File: config.mk
export PLATFORM = sky130hd
export DESIGN_NAME = decoder_seq_onehot
export DESIGN_NICKNAME = d
export VERILOG_FILES = /design/src/rtl/decoder_seq_onehot.sv
export SDC_FILE = /design/constraint.sdc
export NUM_CORES = 1
export LEC_CHECK = 0
export CORE_MARGIN = 3
export CORE_UTILIZATION = 46
export DETAILED_ROUTE_END_ITERATION = 7
export HOLD_SLACK_MARGIN = 0.15
export PLACE_DENSITY = 0.79
export REMOVE_ABC_BUFFERS = 1
export SLEW_MARGIN = 15
export SYNTH_ARGS = -nofsm -noshare
export SYNTH_HDL_FRONTEND = slang
export SYNTH_SLANG_ARGS = --single-unit
File: constraint.sdc
create_clock -name clk -period 2.05 [get_ports clk]
set_input_delay 0.41 -clock clk [delete_from_list [all_inputs] [get_ports clk]]
set_output_delay 0.41 -clock clk [all_outputs]
set_load 0.1 [all_outputs]
File: src/rtl/decoder_seq_onehot.sv
// rtl/decoder_seq_onehot.sv - registered binary-to-one-hot decoder with direct and scan modes
module decoder_seq_onehot #(
    parameter int SEL_W = 3,
    parameter bit WRAP  = 1'b0
) (
    input  logic                      clk,
    input  logic                      rst,
    input  logic                      en,
    input  logic                      start,
    input  logic                      mode,
    input  logic [SEL_W-1:0]          sel,
    input  logic                      stall,
    input  logic                      abort,
    output logic                      ready,
    output logic                      busy,
    output logic [(1 << SEL_W)-1:0]   y,
    output logic [SEL_W-1:0]          idx,
    output logic                      done
);

    localparam int OUT_W = 1 << SEL_W;

    typedef enum logic {
        IDLE = 1'b0,
        SCAN = 1'b1
    } state_e;

    state_e             state_q, state_d;
    logic [OUT_W-1:0]   y_q, y_d;
    logic [SEL_W-1:0]   idx_q, idx_d;
    logic [SEL_W-1:0]   end_q, end_d;
    logic               done_q, done_d;
    logic [SEL_W-1:0]   idx_inc;

    function automatic logic [OUT_W-1:0] onehot(input logic [SEL_W-1:0] i);
        logic [OUT_W-1:0] r;
        r    = '0;
        r[i] = 1'b1;
        return r;
    endfunction

    // Next line of a scan; wraps naturally inside SEL_W bits.
    assign idx_inc = idx_q + SEL_W'(1);

    // Next-state logic: accepts in IDLE, walks/ends/cancels in SCAN.
    always_comb begin
        state_d = state_q;
        y_d     = y_q;
        idx_d   = idx_q;
        end_d   = end_q;
        done_d  = 1'b0;
        case (state_q)
            IDLE: begin
                if (abort) begin
                    // Cancelling in IDLE just blanks the held decode.
                    y_d = '0;
                end else if (start) begin
                    y_d   = onehot(sel);
                    idx_d = sel;
                    if (mode) begin
                        state_d = SCAN;
                        end_d   = WRAP ? (sel - SEL_W'(1)) : {SEL_W{1'b1}};
                    end else begin
                        done_d = 1'b1;
                    end
                end
            end
            SCAN: begin
                if (abort) begin
                    state_d = IDLE;
                    y_d     = '0;
                end else if (stall) begin
                    // Hold the current line.
                end else if (idx_q != end_q) begin
                    idx_d = idx_inc;
                    y_d   = onehot(idx_inc);
                end else begin
                    state_d = IDLE;
                    y_d     = '0;
                    done_d  = 1'b1;
                end
            end
            default: begin
                state_d = IDLE;
                y_d     = '0;
            end
        endcase
    end

    // State register with synchronous reset taking priority over everything.
    always_ff @(posedge clk) begin
        if (rst) begin
            state_q <= IDLE;
            y_q     <= '0;
            idx_q   <= '0;
            end_q   <= '0;
            done_q  <= 1'b0;
        end else begin
            state_q <= state_d;
            y_q     <= y_d;
            idx_q   <= idx_d;
            end_q   <= end_d;
            done_q  <= done_d;
        end
    end

    assign ready = (state_q == IDLE);
    assign busy  = (state_q == SCAN);
    assign y     = y_q & {OUT_W{en}};
    assign idx   = idx_q;
    assign done  = done_q;

endmodule

==> metrics.yaml, run 1 <==
global_route:
  grt_pass1_wl_um: 3840
  grt_max_degree: 13
  antenna_found_initial: 0
  grt-ovfl-total: 0
  grt_pass1_vias: 887
  grt_usage_pct: 19.8
layout:
  insertedDiodeCount: 0
  stdcell_area_mm2: 0.00128
  final_common_cell: "dfxtp_1"
  nFillCells: 145
  fin_nets: 150
  area_growth_pct: 46.8
  layout-drive-gt1-share_pct: 17.4
  final_cell_mix: "14 x dfxtp_1, 13 x nor2_1, 13 x buf_12"
routing:
  totalWireLength_um: 2200
  via_per_inst: 5.82
  met2_length_um: 1020
  drtIter0Drc: 20
  route.vias.total: 948
  wl_met1_um: 1010
  ant_nets: 0
  wl_met3_um: 115
  top_layer_used: "met4"
  dr.pass1.iters: 4
  drc: 0
  routedWlPerCell_um: 13.5
yosys:
  syn-instance-count: 114
  avgSynthCellArea_um2: 7.64
  yosys_most_used_dff: "dfxtp_1"
  post_synth_num_cell_types: 35
  syn_area_um2: 871
  ys_ff_latch: 14
  synth_warnings: 0
  synth_edf_count: 0
  synthArstFlopShare_pct: 0
  seq_area_frac_synth_pct: 32.2
critical_path:
  worstSetupStartpoint: "en"
  critPathTopFamily: "buffers and inverters"
  worst-path-buf-inv: 2
  required_ns: 1.64
  critPathCaptureType: "output port"
  cp.arrival_ns: 1.38
  slowest_delay_ns: 0.57
  slowest_stage: "clkdlybuf4s50_1"
  crit_fanout: 8
  r2r-start: "idx[0]$_SDFFE_PP0P_"
  path_cells: "clkdlybuf4s50_1 -> and2_1 -> buf_12"
  start_kind: "primary input"
  path_class: "primary input to output port"
clock_network:
  cts_sinks: 14
  cts_root_buf: "clkbuf_4"
  cts_tree: "done"
  htreeDepth: 1
  clk_latency_ns: 0.29
  cts_setup_buffers: 0
  post_cts_resized: 0
  hold_buffers: 0
  cts.path.max_buffers: 2
  worst_setup_hold_path_clk_slew_ns: 0.08
  numCtsBuffers: 3
sta:
  period_share_pct: 87.1
  fmax_ghz: 0.560
  setup_viol: 0
  finalMaxSlewViolations: 0
  tns_ns: 0
  slew_headroom_pct: 71.9
  fin_skew_ns: 0.00596
  worstMarginPinSlew_ns: 0.422
  rsz0062_at_grt: "false"
  period_needed_ns: 1.79
  hold_violations: 0
pwr:
  p_sw_w: 0.000246
  max-vdd-ir-drop_mv: 0.441
  p_leak_nw: 0.508
  p_seq_share_pct: 41.5
  powerDensity_mw_per_mm2: 564
  swShare_pct: 34.1
  power.share.clock_pct: 28.0
  p_int_w: 0.000476
  combPwrFrac_pct: 30.5
floorplan:
  die_w_um: 49.5
  rows: 15
  dieArea_mm2: 0.00245
  io_pins: 24
  die_h_um: 49.5
  core_area_mm2: 0.00176
  initial_core_util_pct: 49.4
min_path:
  hold_start: "y_q[6]$_SDFFE_PP0P_"
  hold_class: "flip-flop to flip-flop"
place:
  place.gp.congestion: 0.827
  dpl-instance-area_mm2: 0.00124
  portBuffers: 23
  hpwl_um: 1710
run_status:
  status: "finished clean"
run:
  cap_violations: 0
-- power groups by stage --
stage | combinational, W | sequential (W) | clock (W)
after floorplan | 0.0000966 | 0.000337 | 0
after global placement | 0.000215 | 0.000305 | 0
after detailed placement | 0.000218 | 0.000306 | 0
after CTS | 0.000220 | 0.000299 | 0.000204
after global routing | 0.000233 | 0.000302 | 0.000215
final | 0.000220 | 0.000299 | 0.000202
-- flip-flops by register name, indices dropped and copies added (netlist names) --
register / cells
idx: 3
done: 1
y_q: 8
busy: 1
end_q: 1
-- cell type report --
cell class	instances	area, um2	share of cell area [%]
clock buffers	4	36.3	2.84
flip-flops and latches	14	280	21.9
repair buffers	26	380	29.7
inverters	3	11.3	0.881
multi-input cells	91	539	42.2
well taps	25	31.3	2.45
-- cell usage after synthesis, types with 2 or more instances --
cell type / n / share of area, %
and2_1: 9 / 6.5
o31ai_1: 2 / 1.7
o21a_1: 3 / 2.6
nand2b_1: 4 / 2.9
buf_2: 2 / 1.1
o211a_1: 2 / 2.3
nor3b_1: 2 / 1.7
inv_1: 3 / 1.3
buf_6: 2 / 2.6
o21ai_0: 12 / 6.9
nor4_1: 2 / 1.4
nor2_1: 13 / 5.6
nor3_1: 4 / 2.3
nand3_1: 2 / 1.1
a31oi_1: 3 / 2.2
nand2_1: 5 / 2.2
a21oi_1: 11 / 6.3
clkbuf_1: 2 / 0.86
a32oi_1: 2 / 2.0
dfxtp_1: 14 / 32
-- path summary, 6_finish.rpt --
| kind | slack [ns] | end | depth (start not counted) |
|---|---|---|---|
| setup / recovery | 0.26 | y[3] | 3 |
| hold / removal | 0.50 | y_q[6]$_SDFFE_PP0P_ | 1 |
| setup reg to reg | 0.38 | y_q[0]$_SDFFE_PP0P_ | 5 |
| hold reg to reg | 0.50 | y_q[6]$_SDFFE_PP0P_ | 1 |
-- cell families (layout without fill, tap and decap cells) --
family	count (synthesis)	in the layout	share of synthesized area, %
and+or+nand+nor	49	49	30.3
AOI/OAI and AO/OA	41	41	30.2
DFF	14	14	32.2
buffers and inverters	9	33	5.89
adders and majority gates	1	1	1.44
-- per-stage QoR --
stage               instances  power (W)  setup WS [ns]  util (%)  hold WS, ns
floorplan                 108   0.000433         -0.652         -        0.464
global placement          159   0.000520          0.268      70.4        0.478
detailed placement        159   0.000524          0.220      70.4        0.480
CTS                       163   0.000723          0.244      72.5        0.500
global route              163   0.000750          0.181      72.5        0.525
finish                    163   0.000721          0.264      72.5        0.497
-- layer usage --
layer,up-vias,global-route usage (%)
met1,445,25.4
met3,6,4.83
met5,-,0
met2,30,31.3
li1,467,-
met4,0,8.76
No activity file was read; power rests on OpenSTA's default activity.
==> run 2: changes to the inputs <==
--- a/config.mk
+++ b/config.mk
@@ -12,5 +12,5 @@
 export PLACE_DENSITY = 0.79
 export REMOVE_ABC_BUFFERS = 1
-export SLEW_MARGIN = 15
+export SLEW_MARGIN = 25
 export SYNTH_ARGS = -nofsm -noshare
 export SYNTH_HDL_FRONTEND = slang
==> constraint.sdc (replaced) <==
create_clock -name clk -period 2.05 [get_ports clk]
set_input_delay 0.3075 -clock clk [delete_from_list [all_inputs] [get_ports clk]]
set_output_delay 0.3075 -clock clk [all_outputs]
set_load 0.1 [all_outputs]
==> run 2 against run 1 <==
  * Clock-buffer cell count down 1
  * Non-clock buffer count down 1
  * Clock skew up 0.00050 ns
  * Via count up 2.0%
  * Cell area down 4.6%
  * Cell count down 1.2%
  * Critical path type unchanged
  * Critical endpoint is now y[2]
==> metrics.yaml, run 2 (same netlist as run 1, synthesis figures left out) <==
global_route:
  grt_usage_pct: 19.8
  grt_pass1_vias: 892
  antenna_found_initial: 0
  grt-ovfl-total: 0
  grt_pass1_wl_um: 3840
  grt_max_degree: 13
clock_network:
  clk_latency_ns: 0.28
  cts.path.max_buffers: 2
  post_cts_resized: 0
  cts_tree: "done"
  cts_sinks: 14
  htreeDepth: 1
  cts_root_buf: "clkbuf_4"
  cts_setup_buffers: 0
  hold_buffers: 0
  numCtsBuffers: 3
  worst_setup_hold_path_clk_slew_ns: 0.08
place:
  dpl-instance-area_mm2: 0.00120
  hpwl_um: 1750
  place.gp.congestion: 0.912
  portBuffers: 23
  dpl_worst_slack_ns: 0.285
sta:
  worstMarginPinSlew_ns: 0.543
  fin_skew_ns: 0.00646
  setup_viol: 0
  period_share_pct: 77.7
  fmax_ghz: 0.627
  hold_violations: 0
  finalMaxSlewViolations: 0
  worst_slack_ns: 0.456
  slew_headroom_pct: 63.7
  rsz0062_at_grt: "false"
  period_needed_ns: 1.59
critical_path:
  path_class: "primary input to output port"
  required_ns: 1.74
  slowest_stage: "clkdlybuf4s50_1"
  rr_worst_depth: 4
  crit_fanout: 8
  r2r-start: "busy$_SDFF_PP0_"
  critPathCaptureType: "output port"
  path_cells: "clkdlybuf4s50_1 -> and2_1 -> buf_12"
  r2r_end: "y_q[3]$_SDFFE_PP0P_"
  r2r_setup_slack_ns: 0.52
  cp.arrival_ns: 1.29
  slowest_delay_ns: 0.58
  start_kind: "primary input"
layout:
  area_growth_pct: 40.1
  top_register: "y_q"
  fin_nets: 149
  stdcell_area_mm2: 0.00122
  layout-drive-gt1-share_pct: 16.2
  largest_reg_flops: 8
  final_cell_mix: "14 x dfxtp_1, 13 x nor2_1, 12 x o21ai_0"
  insertedDiodeCount: 0
  final_common_cell: "dfxtp_1"
floorplan:
  die_w_um: 49.5
  initial_core_util_pct: 49.4
  dieArea_mm2: 0.00245
  die_h_um: 49.5
  rows: 15
  core_area_mm2: 0.00176
  io_pins: 24
run:
  cap_violations: 0
routing:
  dr.pass1.iters: 4
  totalWireLength_um: 2330
  route.vias.total: 967
  drtIter0Drc: 47
  ant_nets: 0
  routedWlPerCell_um: 14.5
  drc: 0
  via_per_inst: 6.01
pwr:
  powerDensity_mw_per_mm2: 548
  p_leak_nw: 0.487
  max-vdd-ir-drop_mv: 0.319
min_path:
  hold_class: "flip-flop to flip-flop"
  hold_start: "y_q[2]$_SDFFE_PP0P_"
  min_to: "y_q[2]$_SDFFE_PP0P_"
  whs_path_depth: 1
run_status:
  status: "finished clean"
-- run 2: per-stage QoR --
stage               instances  power [W]  hold slack (ns)  util (%)  setup TNS [ns]
global placement          158   0.000509            0.485      67.9               0
floorplan                 108   0.000433            0.377         -           -4.14
global route              161   0.000695            0.526      69.1               0
detailed placement        158   0.000514            0.481      67.9               0
finish                    161   0.000668            0.495      69.1               0
CTS                       161   0.000667            0.499      69.1               0
-- run 2: area by class of cell --
| cell class | count | area (um2) |
|---|---|---|
| fill | 155 | 544 |
| inverter | 3 | 11.3 |
| sequential | 14 | 280 |
| timing repair buffer | 25 | 335 |
| clock buffer | 3 | 22.5 |
| multi-input combinational | 91 | 539 |
| tap | 25 | 31.3 |
-- run 2: how the worst max path moves through the flow --
stage | start | slack [ns] | to | depth (start not counted)
final | en | 0.46 | y[2] | 3
after global placement | start | 0.38 | y_q[3]$_SDFFE_PP0P_ | 5
after CTS | en | 0.44 | y[2] | 3
after global routing | busy$_SDFF_PP0_ | 0.37 | y_q[1]$_SDFFE_PP0P_ | 4
after detailed placement | start | 0.28 | y_q[3]$_SDFFE_PP0P_ | 5
after floorplan | busy$_SDFF_PP0_ | -0.65 | y_q[3]$_SDFFE_PP0P_ | 4
-- run 2: critical path, delay by kind of cell --
family,cells,cell delay [ns]
and+or+nand+nor,1,0.21
buffers and inverters,2,0.76
-- run 2: power breakdown --
group / internal, W / leakage, nW / switching (W)
sequential: 0.000284 / 0.114 / 0.0000118
clock: 0.0000682 / 0.0138 / 0.0000893
combinational: 0.0000738 / 0.359 / 0.000141
-- run 2: routing by layer --
layer  wire [um]  GRT usage [%]  share of wire [%]  vias to the layer above
met2        1110           31.3                 47                       45
met5           0              0                  0                        -
li1            -              -                  -                      467
met1        1030           24.4                 44                      449
met4          35           10.1                1.5                        0
met3         163           5.44                7.0                        6
